===== src/rtl/sdf_var_delay_line.sv =====
// Runtime-configurable complex delay line (2^cur_log2 enabled cycles) for the radix-4 SDF FFT.
// Optional fill_count/primed outputs are built when SDF_DELAY_FILL_COUNT_EN is defined.
module sdf_var_delay_line #(
    parameter int unsigned WIDTH    = 32,
    parameter int unsigned MAX_LOG2 = 5,
    parameter int unsigned LOG2_W   = 3
) (
    input  logic              clock,
    input  logic              reset,
    input  logic              enable,
    input  logic [LOG2_W-1:0] log2_depth,
    input  logic              in_valid,
    input  logic [WIDTH-1:0]  input_real,
    input  logic [WIDTH-1:0]  input_imag,
    output logic              out_valid,
    output logic [WIDTH-1:0]  out_real,
    output logic [WIDTH-1:0]  out_imag,
    output logic [LOG2_W-1:0] cur_log2
`ifdef SDF_DELAY_FILL_COUNT_EN
    ,
    output logic [MAX_LOG2:0] fill_count,
    output logic              primed
`endif
);

    localparam int unsigned DEPTH_MAX = 1 << MAX_LOG2;
    localparam int unsigned PTR_W     = MAX_LOG2;

    logic [LOG2_W-1:0]    cur_log2_q;
    logic [PTR_W-1:0]     wptr_q;
    logic [PTR_W-1:0]     wptr_next;
    logic [PTR_W-1:0]     ptr_mask;
    logic [DEPTH_MAX-1:0] valid_q;
    logic [WIDTH-1:0]     mem_re [DEPTH_MAX];
    logic [WIDTH-1:0]     mem_im [DEPTH_MAX];

    logic [LOG2_W-1:0]    log2_clamped;
    logic                 cfg_change;
    logic                 wr_en;
    logic                 rd_valid;

    always_comb begin
        log2_clamped = log2_depth;
        if (log2_depth > LOG2_W'(MAX_LOG2)) begin
            log2_clamped = LOG2_W'(MAX_LOG2);
        end
    end

    // A depth change takes priority over a write; the sample on that edge is dropped.
    assign cfg_change = (log2_clamped != cur_log2_q);
    assign wr_en      = enable & ~cfg_change;

    // Mask of D-1: the pointer wraps at the active depth, not at the storage size.
    assign ptr_mask  = ~({PTR_W{1'b1}} << cur_log2_q);
    assign wptr_next = (wptr_q + PTR_W'(1)) & ptr_mask;

    always_ff @(posedge clock or posedge reset) begin
        if (reset) begin
            cur_log2_q <= '0;
            wptr_q     <= '0;
            valid_q    <= '0;
        end else if (cfg_change) begin
            cur_log2_q <= log2_clamped;
            wptr_q     <= '0;
            valid_q    <= '0;
        end else if (enable) begin
            valid_q[wptr_q] <= in_valid;
            wptr_q          <= wptr_next;
        end
    end

    // Sample storage carries no reset; the valid tags alone decide what is visible.
    always_ff @(posedge clock) begin
        if (wr_en) begin
            mem_re[wptr_q] <= input_real;
            mem_im[wptr_q] <= input_imag;
        end
    end

    always_comb begin
        rd_valid = valid_q[wptr_q] & ~cfg_change;
        out_real = '0;
        out_imag = '0;
        if (rd_valid) begin
            out_real = mem_re[wptr_q];
            out_imag = mem_im[wptr_q];
        end
    end

    assign out_valid = rd_valid;
    assign cur_log2  = cur_log2_q;

`ifdef SDF_DELAY_FILL_COUNT_EN
    localparam int unsigned CNT_W = MAX_LOG2 + 1;

    logic [CNT_W-1:0] fill_q;
    logic [CNT_W-1:0] depth_val;

    assign depth_val = CNT_W'(1) << cur_log2_q;

    always_ff @(posedge clock or posedge reset) begin
        if (reset) begin
            fill_q <= '0;
        end else if (cfg_change) begin
            fill_q <= '0;
        end else if (enable && (fill_q != depth_val)) begin
            fill_q <= fill_q + CNT_W'(1);
        end
    end

    assign fill_count = fill_q;
    assign primed     = (fill_q == depth_val);
`endif

endmodule


===== config.mk =====
export PLATFORM = sky130hd
export DESIGN_NAME = sdf_var_delay_line
export DESIGN_NICKNAME = d
export VERILOG_FILES = /design/src/rtl/sdf_var_delay_line.sv
export SDC_FILE = /design/constraint.sdc
export NUM_CORES = 2
export LEC_CHECK = 0
export ABC_AREA = 1
export BUFFER_PORTS_ARGS = -buffer_cell sky130_fd_sc_hd__buf_2
export CORE_MARGIN = 4
export CORE_UTILIZATION = 63
export DETAILED_ROUTE_END_ITERATION = 6
export PLACE_DENSITY = 0.81
export SLEW_MARGIN = 20
export SYNTH_ARGS = -nofsm -noshare
export SYNTH_HDL_FRONTEND = slang
export SYNTH_SLANG_ARGS = --single-unit

===== constraint.sdc =====
create_clock -name clock -period 9.4 [get_ports clock]
set_clock_uncertainty 0.2 [all_clocks]
set_input_delay 0.47 -clock clock [delete_from_list [all_inputs] [get_ports clock]]
set_output_delay 0.47 -clock clock [all_outputs]
set_load 0.005 [all_outputs]

## Word-level counts from Yosys, hierarchy flattened

Memories as Yosys holds them, arrays and structs flattened.
Index checks and enable logic that the tools add are counted.

- Memory bits (writable): 2048
- Memory bits (read-only): 0
- Output and inout bits: 68
- Latch bits: 0
- Memories kept: 2
- Flip-flop bits (word level): 40
- Bits of input ports: 71

- Equal/unequal tests: 1
- Shift-type cells: 1
- Reduce and logical (&&, ||, !) cells: 2
- Multiplexer cells: 14
- Bitwise logic cells: 5
- $lt $le $gt $ge: 3
- Add/sub/neg operators: 1
- $mul: 0
- Divide/modulo/power cells: 0

Memories:

| memory | words | width | rd ports | clocked after Yosys merged registers in | wr ports | RTL line | text |
|---|---|---|---|---|---|---|---|
| mem_im | 32 | 32 | 1 | 0 | 1 | 35 | `logic [WIDTH-1:0] mem_im [DEPTH_MAX];` |
| mem_re | 32 | 32 | 1 | 0 | 1 | 34 | `logic [WIDTH-1:0] mem_re [DEPTH_MAX];` |

Operators by type and width:

| operator | number |
|---|---|
| $mux 32 | 4 |
| $bwmux 32 | 1 |
| $mux 5 | 2 |
| $lt 5x6->1 const B | 1 |
| $add 5x1->5 const B | 1 |
| $and 5x5->5 | 1 |
| $bmux 1 s5 | 1 |
| $demux 1 s5 | 1 |
| $ge 5x1->1 const B | 1 |
| $not 5->5 | 1 |
| $shl 5x3->5 const A | 1 |
| $mux 1 | 4 |
| $gt 3x3->1 const B | 1 |
| $mux 3 | 1 |
| $ne 3x3->1 | 1 |
| $and 1x1->1 | 2 |
| $reduce_bool 2->1 | 1 |
| $logic_and 1x1->1 | 1 |
| $not 1->1 | 1 |

## Longest topological paths before layout

- Depth after elaboration: 7
- Mapped depth: 13
- Mapped depth without buffers: 10

## Least setup slack after synthesis

OpenSTA, ideal clock, no wires.

- Kind: register -> register
- From: reg wptr_q[1]
- To: mem mem_im[20][0], enable pin
- Stages on the path, launching flop included: 9
- Period minus slack after synthesis: 6594 ps
- Arrival time: 5829 ps
- Path buffers: 4
- Setup slack: 2806 ps
- Required time: 8635 ps
- Cell sequence: dfrtp_1 buf_4 inv_2 buf_6 buf_2 buf_2 ha_1 nand2_1 nor3_1

RTL lines:

| item | RTL line | text |
|---|---|---|
| from (decl) | 30 | `logic [PTR_W-1:0] wptr_q;` |
| from (signal assigned) | 68 | `wptr_q <= wptr_next;` |
| to (decl) | 35 |  |

No word-level cell before the write port.

## Worst setup path after layout

- From: reg wptr_q[1]
- To: out out_real[1]

- Cells in the longest elaborated chain, start to end: 4
- Elaborated cells on any way between the ends: 5
- Classes of those cells: 3 x mux; 1 x bitwise; 1 x memory

RTL lines:

| item | RTL line | text |
|---|---|---|
| $bmux 1 s5 | 81 | `rd_valid = valid_q[wptr_q] & ~cfg_change;` |
| $mux 1 (not written as such) | 81 |  |
| $and 1x1->1 | 81 |  |
| $mux 32 (*) | 84 | `if (rd_valid) begin` |
| to (decl) | 16 | `output logic [WIDTH-1:0] out_real,` |

Every way passes the cells marked *; elsewhere a longest branch is shown, timed or not. The select of a mux whose other input is x is not followed.

==> summary.txt <==
GRT
  – Gr usage total: 0.319
  – Antenna violations before repair: 3
  – Largest net degree at the start of global routing: 229
  – Grt ovf: 0
  – First-pass GRT wire length: 338000 um
  – Vias in the first global route: 56400

Setup path
  – Startpoint Class: flip-flop
  – Critical R2R Capture: mem_im[13][16]
  – Worst EP required: 8730 ps
  – FF-to-FF Start: wptr_q[1]
  – Worst r2r path cells: 6
  – Worst endpoint data arrival time: 5570 ps
  – CP Class: reg2out
  – Worst setup path end: out_real[1]
  – Most frequent cell on the critical path: nand2_1
  – Crit path cell chain: inv_8 > buf_4 > nand3_1 > nand2_1 > nand2_1 > nand2_1 > nor2_1 > nand2_4 > buf_4 > nor2_1 > buf_2
  – Slowest stage delay, CP: 940 ps
  – Crit-path max FO: 146
  – Setup crit end kind: output pin
  – Worst Setup SP: wptr_q[1]
  – R2R setup slack: 3750 ps
  – Critical-path top delay cell: buf_4

Drt
  – DRC viols: 0
  – Vias per inst: roughly 6
  – Post-DRT Antenna Nets: 0
  – Via Count: 58300
  – DR WL/cell: 23.9 um
  – TritonRoute pass-1 iters: 6
  – DRT iter0 DRCs: 8985
  – WL final: 227000 um

Clock tree
  – Clk slew on worst S/H paths: 60 ps
  – Hold buffers post-CTS: 71
  – CTS tree: yes
  – Clock Latency Late Sink: roughly 830 ps
  – Root Buffer: clkbuf_16
  – CTS Buffer Depth: 3
  – H-tree levels: 4
  – CTS Sinks: 2088
  – Postcts setup bufs: 0
  – CTS buffer count: 196
  – Post-CTS Resized: 0

Final layout
  – Area delta synth->final: 10.5%
  – Filler-free cell count of the finished design: approximately 9500
  – Total Nets Final: 7608
  – Final core occ: 0.701
  – Layout cells sized above 1: 0.0721

Synthesis
  – Sequential area share after synthesis: 0.737
  – Syn. warnings: 0
  – Top-area cell type share of the netlist area: 0.725
  – Cells after Synth: 7450
  – Synthesized Nets: around 7500
  – Largest cells by area after synthesis: edfxtp_1 (73%), nand2_1 (16%), nand3_1 (6.2%)
  – Mean post-synth cell area: 11.4 um^2
  – Unique cell type count in the Yosys netlist: 25
  – Post-synth EDFFs: 2048
  – Top cells by count, synth: nand2_1 (3502), edfxtp_1 (2048), nand3_1 (1058)
  – Ys flop type: edfxtp_1
  – Most common cell in the netlist: nand2_1
  – Post-Syn Area: 0.0848 mm^2
  – Area leader, netlist: edfxtp_1
  – FF+latch count, synth: 2088
  – Share of flip-flops with an asynchronous set or reset: 0.0192

Power
  – Worst ir drop on vdd: 0.173 mV
  – Pwr Density: 200 mW/mm^2
  – Leakage: 0.0353 uW
  – Sequential share of power: 0.546
  – Gate power share: 0.037
  – P_int: between 10000 and 15000 uW
  – NetSw: 3910 uW
  – Clock Power Share: 0.417
  – Sw Ratio: 0.209

Hold path
  – Worst min path class: in2async

Timing
  – Slew headroom: 0.185
  – Tmin final: 6240 ps
  – Setup TNS: 0 ps
  – RSZ-0062 raised after global routing: false
  – Tightest Pin Transition: around 1200 ps
  – Final Max Slew Viols: 0
  – Final hold violations: 0
  – Final number of setup-violating endpoints: 0
  – Fin worst setup slack: 3160 ps
  – Fmax: 0.160 GHz
  – Fin crit share: 0.663

Placed design
  – Buffers on Ports: 138
  – DP Worst Slack: 3940 ps
  – Placed Instances: 9030
  – Post-DP HPWL: 111000 um
  – GP Congestion: 0.837

Floorplanning
  – Core ar.: between 0.1 and 0.15 mm^2
  – Die Ht: 375 um
  – Row count: 134
  – Die Wd: 375 um
  – Initial Util: 0.635
  – Top Ports: 139
  – Die area: 0.141 mm^2

Flow run
  – Max-cap violations: 0

Outcome
  – Outcome: complete, no violations
[routing by layer]
| metal | vias up | track usage | share of wire |
|---|---|---|---|
| met3 | 787 | 0.0622 | 0.13 |
| met2 | 4306 | 0.507 | 0.47 |
| met4 | 2 | 0.159 | 0.053 |
| met5 | - | 0 | 0.000053 |
| met1 | 27700 | 0.427 | 0.35 |
| li1 | 25500 | - | - |
[cell families (layout without fill, tap and decap cells)]
family,count (synthesis),in the layout,synth area share
simple gates,4828,4828,0.230
xor+xnor,1,1,0.000103
fa+ha+maj,4,4,0.000590
buf+inv,469,719,0.0282
flops,2088,2088,0.737
compound gates,60,60,0.00403
other cells,0,5,0
[per-stage QoR]
step	cell area [um^2]	power, uW	hold WS, ps
after floorplan	84800	10800	262
after global placement	86500	11100	277
after detailed placement	86600	11100	286
after CTS	93600	18800	112
after global routing	93600	19200	153
final	93700	18700	132
[worst min path at each step]
stage,startpoint,endpoint,slack [ps]
after floorplan,valid_q[11],valid_q[11],260
after global routing,log2_depth[2],cur_log2[2],150
after detailed placement,valid_q[29],valid_q[29],290
after CTS,reset,cur_log2[2],110
final,reset,cur_log2[2],130
after global placement,valid_q[8],valid_q[8],280
[cell usage in the layout (no fill, tap or decap), types with 2 or more instances in the layout]
cell           Yosys  routed
ha_1               4       4
clkbuf_16          0     203
nor3_2             0       4
clkinvlp_4         0       3
dfrtp_4            0       2
diode_2            0       5
o21ai_0           12      12
nand3_1         1058    1058
buf_16             0       3
nor2_1           255     225
buf_6             17       4
clkbuf_1          77      45
inv_16             0       2
nor2_2             3       2
clkinv_2           0      31
o31ai_1           15      15
inv_2              8       6
buf_12             0       3
nor2_4             4      35
dfrtp_1           40      38
inv_1             36      36
buf_4             45      89
inv_6              0       4
o22ai_1            3       3
dlygate4sd3_1      0      71
clkinv_1           0      56
edfxtp_1        2048    2048
nand2_1         3502    3501
buf_2            264     138
a21oi_1           29      29
clkinv_8           0       2
bufinv_16          0      18
[cell type report]
cell class | count | area, um^2
repair buffers | 309 | 2270
clock buffers | 248 | 5250
fillers | 8452 | 40000
multi-input cells | 4893 | 20200
clock inverters | 117 | 1040
well taps | 1768 | 2210
flip-flops and latches | 2088 | 62500
diodes | 5 | 12.5
inverters | 45 | 205
[worst max-delay path: cells and delay by family, from the launching register on]
| kind | cells | cell delay [ps] |
|---|---|---|
| DFF | 1 | 770 |
| buffers and inverters | 4 | 2760 |
| and+or+nand+nor | 7 | 1010 |
[flip-flops by register name (all words and copies together) (netlist names)]
| name | flops |
|---|---|
| mem_im | 1024 |
| valid_q | 32 |
| cur_log2 | 3 |
| mem_re | 1024 |
| wptr_q | 5 |
[power groups by stage]
stage | registers, uW | logic, uW | clock network [uW]
2_1_floorplan | 10400 | 397 | 0
3_3_place_gp | 10400 | 632 | 0
3_5_place_dp | 10400 | 655 | 0
4_1_cts | 10200 | 689 | 7830
5_1_grt | 10200 | 769 | 8240
6_report | 10200 | 701 | 7810
Power figures use the tool's default switching activity.
